**config.mk**
```make
export PLATFORM = sky130hd
export DESIGN_NAME = int18_ctrl
export DESIGN_NICKNAME = d
export VERILOG_FILES = /design/src/rtl/int18_pkg.sv /design/src/rtl/int18_prio_enc.sv /design/src/rtl/int18_ctrl.sv
export SDC_FILE = /design/constraint.sdc
export NUM_CORES = 1
export LEC_CHECK = 0
export BUFFER_PORTS_ARGS = -buffer_cell sky130_fd_sc_hd__buf_4
export CAP_MARGIN = 10
export CELL_PAD_IN_SITES_DETAIL_PLACEMENT = 1
export CELL_PAD_IN_SITES_GLOBAL_PLACEMENT = 1
export CORE_UTILIZATION = 29
export DETAILED_ROUTE_END_ITERATION = 7
export GPL_TIMING_DRIVEN = 1
export PLACE_DENSITY_LB_ADDON = 0.05
export SYNTH_ARGS = -nofsm -noshare
export SYNTH_HDL_FRONTEND = slang
export SYNTH_HIERARCHICAL = 1
export SYNTH_SLANG_ARGS = --single-unit
export TNS_END_PERCENT = 1
```
**constraint.sdc**
```tcl
create_clock -name CLK -period 2 [get_ports CLK]
set_input_delay 0.4 -clock CLK [delete_from_list [all_inputs] [get_ports CLK]]
set_output_delay 0.4 -clock CLK [all_outputs]
set_load 0.02 [all_outputs]
```
**src/rtl/int18_pkg.sv**
```systemverilog
// Shared definitions for the Core18 priority interrupt controller.
package int18_pkg;

   localparam int VEC_W = 4;

   localparam logic [1:0] REG_MASK = 2'd0;
   localparam logic [1:0] REG_PEND = 2'd1;
   localparam logic [1:0] REG_STAT = 2'd2;

   typedef enum logic [1:0] {
      IDLE,
      PRESENT,
      GAP
   } state_t;

   // Bits 1..num_irq set; request lines above num_irq are tied off.
   function automatic logic [15:1] irq_valid_mask(input int num_irq);
      logic [15:1] m;
      m = '0;
      for (int i = 1; i <= 15; i++) begin
         if (i <= num_irq) m[i] = 1'b1;
      end
      return m;
   endfunction

endpackage

```
**src/rtl/int18_prio_enc.sv**
```systemverilog
// Lowest-index-first priority encoder: 15 request bits to a 4-bit vector, 0 when empty.
module int18_prio_enc
   import int18_pkg::*;
(
   input  logic [15:1]      req,
   output logic [VEC_W-1:0] vec
);

   // Scan from the top so the lowest set index is the last one written.
   always_comb begin
      vec = '0;
      for (int i = 15; i >= 1; i--) begin
         if (req[i]) vec = VEC_W'(i);
      end
   end

endmodule

```
**src/rtl/int18_ctrl.sv**
```systemverilog
// Core18 priority interrupt controller: pending capture, MASK/PEND/STAT
// port registers and the vector presenter FSM.
// Build option INT18_EDGE_EN: defined = edge capture with W1C pending bits,
// undefined = level mode (pending mirrors IRQ directly).
//
// state   | meaning
// IDLE    | nothing presented, VECTOR=0
// PRESENT | VECTOR held until fetched or the source drops
// GAP     | one dead cycle after a fetch, VECTOR=0
module int18_ctrl
   import int18_pkg::*;
#(
   parameter int          NUM_IRQ = 15,
   parameter logic [17:0] BASE    = 18'o777700
) (
   input  logic             CLK,
   input  logic             RESET_N,
   input  logic [15:1]      IRQ,
   input  logic [11:0]      PC,
   input  logic             RUN,
   input  logic [17:0]      ADRS,
   input  logic [17:0]      DATAOUT,
   input  logic             PORT_WR,
   input  logic             PORT_RD,
   output logic [17:0]      PORT_DATA,
   output logic [VEC_W-1:0] VECTOR
);

   localparam logic [15:1] IRQ_VALID = irq_valid_mask(NUM_IRQ);

   state_t            state_q, state_d;
   logic [VEC_W-1:0]  vector_q, vector_d, enc_vec;
   logic [15:1]       mask_q, pend, elig;
   logic [15:0]       elig_idx;
   logic              cur_elig, ack_hit;
   logic [17:0]       off;
   logic              hit, wr_mask;
   logic              unused_data;

   assign off     = ADRS - BASE;
   assign hit     = (ADRS >= BASE) && (off < 18'd3);
   assign wr_mask = PORT_WR && hit && (off[1:0] == REG_MASK);

   // Write-data bits outside [15:1] carry no register state.
   assign unused_data = ^{DATAOUT[17:16], DATAOUT[0]};

   // MASK register; a new value only affects eligibility from the next cycle.
   always_ff @(posedge CLK or negedge RESET_N) begin
      if (!RESET_N) mask_q <= '0;
      else if (wr_mask) mask_q <= DATAOUT[15:1] & IRQ_VALID;
   end

`ifdef INT18_EDGE_EN
   logic [15:1] irq_q, pend_q, rise, w1c_clr, ack_clr;
   logic [15:0] ack_onehot;
   logic        ack_fire;
   logic        unused_ack0;

   assign ack_fire    = (state_q == PRESENT) && cur_elig && ack_hit;
   assign rise        = IRQ & ~irq_q & IRQ_VALID;
   assign w1c_clr     = (PORT_WR && hit && (off[1:0] == REG_PEND)) ? DATAOUT[15:1] : '0;
   assign ack_onehot  = {15'd0, ack_fire} << vector_q;
   assign ack_clr     = ack_onehot[15:1];
   assign unused_ack0 = ack_onehot[0];
   assign pend        = pend_q;

   // Edge capture; a new rising edge beats any clear aimed at the same bit.
   always_ff @(posedge CLK or negedge RESET_N) begin
      if (!RESET_N) begin
         irq_q  <= '0;
         pend_q <= '0;
      end else begin
         irq_q  <= IRQ & IRQ_VALID;
         pend_q <= (pend_q & ~(w1c_clr | ack_clr)) | rise;
      end
   end
`else
   // Level mode: the device holds IRQ until serviced, so pending is the line itself.
   assign pend = IRQ & IRQ_VALID;
`endif

   assign elig     = pend & mask_q;
   assign elig_idx = {elig, 1'b0};
   assign cur_elig = elig_idx[vector_q];
   assign ack_hit  = RUN && (PC == {8'd0, vector_q});

   int18_prio_enc u_prio_enc (
      .req (elig),
      .vec (enc_vec)
   );

   // Presenter state and the registered VECTOR.
   always_ff @(posedge CLK or negedge RESET_N) begin
      if (!RESET_N) begin
         state_q  <= IDLE;
         vector_q <= '0;
      end else begin
         state_q  <= state_d;
         vector_q <= vector_d;
      end
   end

   // Next state; a source that has already dropped retracts even if fetched.
   always_comb begin
      state_d  = state_q;
      vector_d = vector_q;
      case (state_q)
         IDLE: begin
            vector_d = '0;
            if (|elig) begin
               vector_d = enc_vec;
               state_d  = PRESENT;
            end
         end
         PRESENT: begin
            if (!cur_elig) begin
               vector_d = '0;
               state_d  = IDLE;
            end else if (ack_hit) begin
               vector_d = '0;
               state_d  = GAP;
            end
         end
         GAP: begin
            vector_d = '0;
            state_d  = IDLE;
         end
         default: begin
            vector_d = '0;
            state_d  = IDLE;
         end
      endcase
   end

   // Same-cycle read mux; zero outside the register window or without PORT_RD.
   always_comb begin
      PORT_DATA = '0;
      if (PORT_RD && hit) begin
         case (off[1:0])
            REG_MASK: PORT_DATA = {2'b00, mask_q, 1'b0};
            REG_PEND: PORT_DATA = {2'b00, pend, 1'b0};
            REG_STAT: PORT_DATA = {14'd0, vector_q};
            default:  PORT_DATA = '0;
         endcase
      end
   end

   assign VECTOR = vector_q;

endmodule

```
* Word level (Yosys, flattened, before mapping)
Index checks and enable logic that the tools add are counted.
Word-level totals: bits in registers 21, bits of input ports 68, output and inout bits 22, word-level logic and storage cells 50
Operators by class: bitwise operators 1, magnitude comparators 3, equality and inequality tests 6, $add $sub $neg 1, reductions and logical operators 9, muxes and demuxes 27
Operator list (count):
- 4-bit two-way mux | 18
- 16-bit one-hot mux with 3 select lines | 1
- 18-bit >= comparator, second input constant | 1
- 18-bit by 2-bit less-than comparator with 1-bit output, second input constant | 1
- 18-bit two-way mux | 1
- 18-bit subtractor, second input constant | 1
- 15-bit bitwise AND | 1
- 15-bit OR reduction | 1
- 12-bit by 4-bit == test with 1-bit output | 1
- 4-bit one-hot mux with 2 select lines | 1
- 2-bit two-way mux | 3
- 1-bit logical AND | 5
- 4-bit by 5-bit less-than comparator with 1-bit output, second input constant | 1
- 1-bit binary-select mux with 4-bit select | 1
- 2-bit by 1-bit == test with 1-bit output, second input constant | 2
- 2-bit logical NOT | 2
- 2-bit one-hot mux with 2 select lines | 1
- 3-bit != test, second input constant | 1
- 2-bit == test, second input constant | 1
- 2-bit != test, second input constant | 1
- 2-bit AND reduction | 1
- 1-bit two-way mux | 1

* Logic depth before layout (Yosys ltp)
Gate-level depths: netlist of the first run.
word-level depth 18, gate-level depth with buffers 7

* Cells and area by module
Netlist of the first run, hierarchy kept.
Modules (own cells, without submodules):
- int18_ctrl | cells an instance 165, times used 1, area an instance 1596.5 um^2, sequential area each 525.5 um^2
- int18_prio_enc | cells an instance 29, times used 1, area an instance 152.6 um^2, sequential area each 0.0 um^2

* Least setup slack after synthesis of the first run
No wires, ideal clock.
path type input -> output, start input ADRS[0], end output PORT_DATA[10], stages on the path 7, arrival 1.842 ns, buffers on the path 2, path slack -0.242 ns, cell sequence buf_6 > and2_4 > nor4_1 > nand3_1 > or2_2 > buf_2 > nor2_1
Between the ends: cells in the longest elaborated chain, start to end 5, elaborated cells between the ends (all ways) 10, classes of those cells 1 x add/sub; 2 x order compare; 2 x eq/ne; 2 x mux; 3 x reduce/logical
RTL lines:
- start: declaration | RTL line int18_ctrl.sv:21 | input logic [17:0] ADRS,
- 18-bit subtractor | RTL line int18_ctrl.sv:40 | assign off = ADRS - BASE;
- 18-bit by 2-bit less-than comparator with 1-bit output | RTL line int18_ctrl.sv:41 | assign hit = (ADRS >= BASE) && (off < 18'd3);
- 1-bit logical AND | RTL line int18_ctrl.sv:41
- 1-bit logical AND | RTL line int18_ctrl.sv:138 | if (PORT_RD && hit) begin
- 18-bit two-way mux (*) | RTL line int18_ctrl.sv:138
- end: declaration | RTL line int18_ctrl.sv:25 | output logic [17:0] PORT_DATA,
Mark *: on every way between the ends. The rest lies on a longest branch, timed or not.

* Worst setup path in the final report of the first run
start input ADRS[3], end output PORT_DATA[14]
Between the ends: cells in the longest elaborated chain, start to end 5, elaborated cells between the ends (all ways) 6, classes of those cells 1 x add/sub; 2 x order compare; 1 x mux; 2 x reduce/logical
RTL lines (RTL line):
- 18-bit subtractor | int18_ctrl.sv:40
- 18-bit by 2-bit less-than comparator with 1-bit output | int18_ctrl.sv:41
- 1-bit logical AND (*) | int18_ctrl.sv:41
- 1-bit logical AND (*) | int18_ctrl.sv:138
- 18-bit two-way mux (*) | int18_ctrl.sv:138
Marks and branches as above.

==> results.cfg, run 1 <==
[status]
status = finished with violations
failed_checks = setup timing

[logic_synthesis]
synth_cells = 194
synth-xor-area-share = 0.0200
ys_async_sr_fraction = 1.00
synth_edf_count = 0
yosysSeqAreaShare = 0.300
synth.area.mux_share = 0.223
ys_types = 49
synth_ff_type = dfrtp_1
syn_area_per_cell_um2 = 9.02
synth_top_family_by_area = simple AND/OR/NAND/NOR gates
synth-simple-area-share = 0.280
synthAdderAreaFrac = 0
synth_area_um2 = 1750
synth_warnings = 6
yosys_register_bits = 21
synth_compound_area_frac = 0.117

[critical_path]
reg2reg_depth = 5
regToRegStartpoint = VECTOR[1]$_DFFE_PN0P_
path_max_fanout = 6
r2r_end = VECTOR[1]$_DFFE_PN0P_
crit_chain = buf_6, nand2b_4, nor4_4, nand3_2, or2_4, nor2_4, buf_6
start_kind = input port
path_delay_family = simple AND/OR/NAND/NOR gates
criticalPathCategory = input port to output port
crit_required_ps = 1600
crit_slowest_cell = or2_4
critPathArrivalTime_ps = 1700
critical_path_buf_inv_count = 2
cp_slowest_stage_delay_ps = 360
rrSetupSlack_ps = 100
cp-end-kind = output port
path_common_cell = buf_6

[placement]
port_buffers = 84
dpl.cell_count = 361
hpwl_um = 4430
place_area_um2 = 2650
routabilityCongestion = 0.884

[pwr]
p_int_mw = 0.681
finalPower_mw = 0.903
p_seq_frac = 0.470
ir_worst_vdd_uv = 245
p_sw_frac = 0.246
p_leak_nw = 1.36
pwr-share-comb = 0.206
p_clk_frac = 0.324
p_switching_mw = 0.222
power_density_nw_per_um2 = 318

[floorplan]
pin_count = 90
rows = 27
die_y_um = 79.7
core_area_um2 = 5680
start_util = 0.308
die-area_um2 = 6350
fp.dieW_um = 79.7

[sta]
period_minus_slack_ps = 2100
holdWs_ps = 2.87
worstMarginPinSlew_ps = 483
rsz0062_at_grt = yes
slew_viol_final = 0
fin_crit_sh = 1.05
finClkSkew_ps = 6.80
setup_viol = 12
fin_ws_ps = -98.8
hold_viol = 0
slew_headroom = 0.673
fmax_mhz = 476

[hold_path]
hold_path.class = input port to asynchronous set/reset pin

[flow_run]
maxCapViolations = 0

[global_routing]
antenna_found_initial = 0
grt_max_degree = 22
overflow = 0
grt.total_usage = 0.196
grt_pass1_vias = 1927
grt_pass1_wl_um = 9560

[final_layout]
fin_nets = 365
fin_cells = 368
drive_gt1_frac = 0.514
areaGrowthSynthToFinish_pct = 62.2
final_cell_area_um2 = 2840
post-route-util = 0.500
diodes = 0

[clock_network]
clkLatencyLatePin_ps = 270
htreeDepth = 1
root_buffer = clkbuf_8
cts_buffer_depth = 2
clkSlewWorstSetupHoldPaths_ps = 80
cts_sinks = 21
cts_tree = done
cts_made_buffers = 3

[routing]
drt_pass1_iterations = 4
post_drt_wl_per_cell_um = 15.7
drt_first_iter_violations = 48
wl_um = 5760
drc = 0
via_count = 1834
vias_per_cell = 4.98
ant_nets = 0
==> sequential cells by signal (all words and copies together) (netlist names) <==
register and count:
mask_q 15, state_q 2, VECTOR 4
==> worst reg2reg max path: cells and delay by family (launching register included) <==
kind               cells  cell delay, ps
and+or+nand+nor        2             680
AOI/OAI and AO/OA      3             660
DFF                    1             500
==> placed cells by master, fill, tap and decap left out, drive strengths merged, types with 5 or more instances in the layout <==
cell type  Yosys  routed
mux2          16      16
inv           11      11
a22o           5       5
mux2i         15      15
buf            6     105
dfrtp         21      21
a21oi          8       8
nor2          31      31
nor4           6       6
and2          11      11
nand2          9       9
nor3           7       7
==> layer usage <==
metal | wire, µm | track usage
met1 | 2590 | 0.245
met2 | 2770 | 0.344
met3 | 318 | 0.0274
met4 | 75 | 0.0600
met5 | 0 | 0
==> power groups by stage <==
stage	clock [mW]	combinational, mW	sequential, mW
after floorplan	0	0.0523	0.433
after CTS	0.307	0.186	0.424
after global placement	0	0.172	0.433
after global routing	0.319	0.202	0.424
final	0.292	0.186	0.424
after detailed placement	0	0.175	0.433
==> Yosys cell counts (all sizes together), types with 3 or more instances <==
library cell | n | share of area
mux2 | 16 | 0.12
nor4b | 3 | 0.024
and2 | 11 | 0.041
inv | 11 | 0.024
xor2 | 3 | 0.015
buf | 6 | 0.027
nor2 | 31 | 0.069
dfrtp | 21 | 0.30
nor3 | 7 | 0.020
nand2 | 9 | 0.019
a22o | 5 | 0.025
nand4 | 4 | 0.014
nand2b | 4 | 0.014
nand3 | 3 | 0.0086
mux2i | 15 | 0.086
nor4 | 6 | 0.029
clkbuf | 3 | 0.0064
a21oi | 8 | 0.023
==> worst max path at each step <==
stage | startpoint | end | slack, ps | cells past startpoint
floorplan | ADRS[0] | PORT_DATA[10] | -30 | 7
detailed placement | ADRS[3] | PORT_DATA[15] | -170 | 7
global route | ADRS[3] | PORT_DATA[10] | -170 | 7
global placement | ADRS[3] | PORT_DATA[15] | -170 | 7
CTS | ADRS[1] | PORT_DATA[14] | -140 | 7
finish | ADRS[3] | PORT_DATA[14] | -100 | 7
==> cells by family (layout without fill, tap and decap cells) <==
kind of cell | Yosys count | in the layout
simple gates | 88 | 89
compound gates | 28 | 28
flops | 21 | 21
buf+inv | 20 | 120
other cells | 1 | 2
mux | 32 | 32
xor+xnor | 4 | 4
==> stage by stage <==
stage	setup slack, ps	TNS [ps]
floorplan	-30.0	-358
global placement	-171	-1770
detailed placement	-169	-2220
CTS	-138	-1260
global route	-174	-2010
finish	-98.8	-1040
==> timing repair <==
| action | 4_1_cts | 5_1_grt |
|---|---|---|
| buffers inserted | 2 | 0 |
| gates resized for setup | 22 | 6 |
| cloned | 1 | 0 |
| endpoints found under the setup margin | 12 | 21 |
| hold buffers | 0 | 0 |
| pin swaps | 7 | 6 |
==> final cells by class <==
type | count | area [µm²]
sequential | 21 | 527
inverter | 11 | 41.3
tap | 72 | 90.1
fill | 672 | 2840
multi-input combinational | 155 | 1280
clock buffer | 4 | 45.0
timing repair buffer | 105 | 857
(Power assumes the default switching activity.)
==> inputs of run 2 (changes only) <==
- ABC_AREA: default -> 1
- CORE_ASPECT_RATIO: default -> 0.8
- CORE_MARGIN: default -> 10
- CORE_UTILIZATION: 29 -> 28
==> run 2 against run 1 <==
  * Wire length up 25%
  * Sequential cell count unchanged
  * Critical path depth grew 1
  * The flow now finishes without violations
  * Worst hold slack improved by 11 ps
  * Combinational power decreased by 8%
  * Critical path type unchanged
==> results.cfg, run 2 <==
[status]
status = finished clean

[critical_path]
rrSetupSlack_ps = 360
critical_path_buf_inv_count = 3
path_delay_family = simple AND/OR/NAND/NOR gates
crit_slowest_cell = nor3_1
path_common_cell = buf_4
reg2reg_depth = 10
crit_end = PORT_DATA[0]
crit_start = ADRS[2]
regToRegStartpoint = mask_q[14]$_DFFE_PN0P_
cp_slowest_stage_delay_ps = 190
crit_chain = buf_4, nor2_1, nand3_1, a21oi_2, nand4_4, buf_12, nor3_1, buf_4
start_kind = input port
r2r_end = VECTOR[2]$_DFFE_PN0P_
crit_required_ps = 1600
critPathArrivalTime_ps = 1560
cp-end-kind = output port
path_max_fanout = 16
criticalPathCategory = input port to output port
cp.depth = 8

[final_layout]
layout_common_cells = nand2_1, buf_4, inv_1
diodes = 0
regMostFlops = mask_q
drive_gt1_frac = 0.333
final_cell_area_um2 = 2710
fin_nets = 462
largest_register_ffs = 15
post-route-util = 0.415
areaGrowthSynthToFinish_pct = 41.1
final_common_cell = nand2_1

[floorplan]
core_area_um2 = 6540
fp.dieW_um = 113
pin_count = 90
start_util = 0.294
rows = 26
die_y_um = 94.1
die-area_um2 = 10600

[logic_synthesis]
synth_common_cells = nand2_1, inv_1, nand3_1
yosys_register_bits = 21
syn_area_per_cell_um2 = 6.34
synth_warnings = 6
yosysMostFrequentCell = nand2_1
synth_area_um2 = 1920
synth_cells = 303
yosysTopAreaCell = dfrtp_1
synth_area_leaders = dfrtp_1, nand2_1, inv_1
synth_top_area_frac = 0.273
yosysSeqAreaShare = 0.273
ys_async_sr_fraction = 1.00
ys_types = 27
synth_edf_count = 0
synth_ff_type = dfrtp_1

[placement]
routabilityCongestion = 0.840
hpwl_um = 6100
port_buffers = 84
place_area_um2 = 2670

[routing]
wl_um = 7190
drt_first_iter_violations = 73
drt_pass1_iterations = 4
vias_per_cell = 4.64
post_drt_wl_per_cell_um = 15.1
via_count = 2212
ant_nets = 0
drc = 0

[pwr]
power_density_nw_per_um2 = 331
finalPower_mw = 0.896
p_leak_nw = 1.52
p_switching_mw = 0.237
pwr-share-comb = 0.191
p_clk_frac = 0.335
p_sw_frac = 0.264
ir_worst_vdd_uv = 169
p_int_mw = 0.660
p_seq_frac = 0.474

[clock_network]
root_buffer = clkbuf_8
clkLatencyLatePin_ps = 270
cts_made_buffers = 3
cts_buffer_depth = 2
clkSlewWorstSetupHoldPaths_ps = 90
htreeDepth = 1
cts_sinks = 21
cts_setup_buffers = 0
cts_tree = done

[global_routing]
antenna_found_initial = 0
overflow = 0
grt.total_usage = 0.135
grt_pass1_vias = 2371
grt_max_degree = 31
grt_pass1_wl_um = 11800

[sta]
finClkSkew_ps = 10.3
fin_crit_sh = 0.982
rsz0062_at_grt = no
slew_viol_final = 0
setup_viol = 0
fmax_mhz = 509
period_minus_slack_ps = 1960
holdWs_ps = 13.6
hold_viol = 0
fin_tns_setup_ps = 0

[hold_path]
hold_path.class = input port to asynchronous set/reset pin

[flow_run]
maxCapViolations = 0
## run 2: changes by cell type in the layout (fill, tap and decap cells not counted), moves of 6 or more
cell	delta
mux2_4	-10
inv_1	+42
nand3_1	+31
nor2_4	-11
o21ai_2	+16
nor2_1	+7
a21oi_1	+6
buf_6	-15
mux2_2	-6
nand2_1	+89
mux2i_1	-15
and2_1	-10
## run 2: per-stage QoR
| step | worst slack, ps | std cells |
|---|---|---|
| 3_3_place_gp | 83.6 | 473 |
| 5_1_grt | 6.22 | 477 |
| 3_5_place_dp | 54.1 | 473 |
| 2_1_floorplan | 162 | 304 |
| 4_1_cts | 38.6 | 477 |
| 6_report | 35.6 | 477 |
## run 2: logic make-up (layout without fill, tap and decap cells)
| logic type | Yosys count | in the layout | synth area share |
|---|---|---|---|
| AND/OR/NAND/NOR | 178 | 178 | 0.425 |
| buffers and inverters | 64 | 153 | 0.151 |
| AO/OA/AOI/OAI | 37 | 37 | 0.139 |
| flip-flops | 21 | 21 | 0.273 |
| XOR/XNOR | 2 | 2 | 0.00912 |
| other | 1 | 2 | 0.00195 |
## run 2: power groups by stage
stage          combinational (mW)  clock, mW  sequential (mW)
2_1_floorplan              0.0457          0            0.433
3_3_place_gp                0.170          0            0.433
3_5_place_dp                0.174          0            0.433
6_report                    0.172      0.300            0.425
5_1_grt                     0.188      0.332            0.425
4_1_cts                     0.174      0.315            0.425
## run 2: repair_timing
item | 4_1_cts | 5_1_grt
hold buffers | 0 | 0
resized for setup | 0 | 1
setup endpoints to repair | 0 | 1
## run 2: worst min path at each step
stage / to
floorplan: VECTOR[0]$_DFFE_PN0P_
global placement: mask_q[15]$_DFFE_PN0P_
detailed placement: mask_q[15]$_DFFE_PN0P_
CTS: mask_q[6]$_DFFE_PN0P_
global route: mask_q[8]$_DFFE_PN0P_
finish: mask_q[6]$_DFFE_PN0P_
## run 2: worst reg2reg max path, stage by stage, from the launching register on
cell and delay, ps:
dfrtp_1 420, nand2_1 160, inv_1 80, nor2_1 100
inv_1 60, nor3_1 360, inv_1 80, nand2_1 80
a21oi_1 60, nand2_1 80, nand2_1 60
## run 2: per-layer routing
| metal | global-route usage | share of wire | up-vias |
|---|---|---|---|
| met5 | 0 | 0 | - |
| met4 | 0.0158 | 0.0040 | 0 |
| met3 | 0.0415 | 0.060 | 2 |
| met2 | 0.229 | 0.46 | 53 |
| met1 | 0.168 | 0.47 | 1031 |
| li1 | - | - | 1126 |
## run 2: area by class of cell
| type | count | area, µm² |
|---|---|---|
| clock buffer | 3 | 41.3 |
| clock inverter | 1 | 5.00 |
| fill | 899 | 3830 |
| inverter | 55 | 206 |
| multi-input combinational | 219 | 1110 |
| sequential | 21 | 526 |
| tap | 84 | 105 |
| timing repair buffer | 94 | 718 |
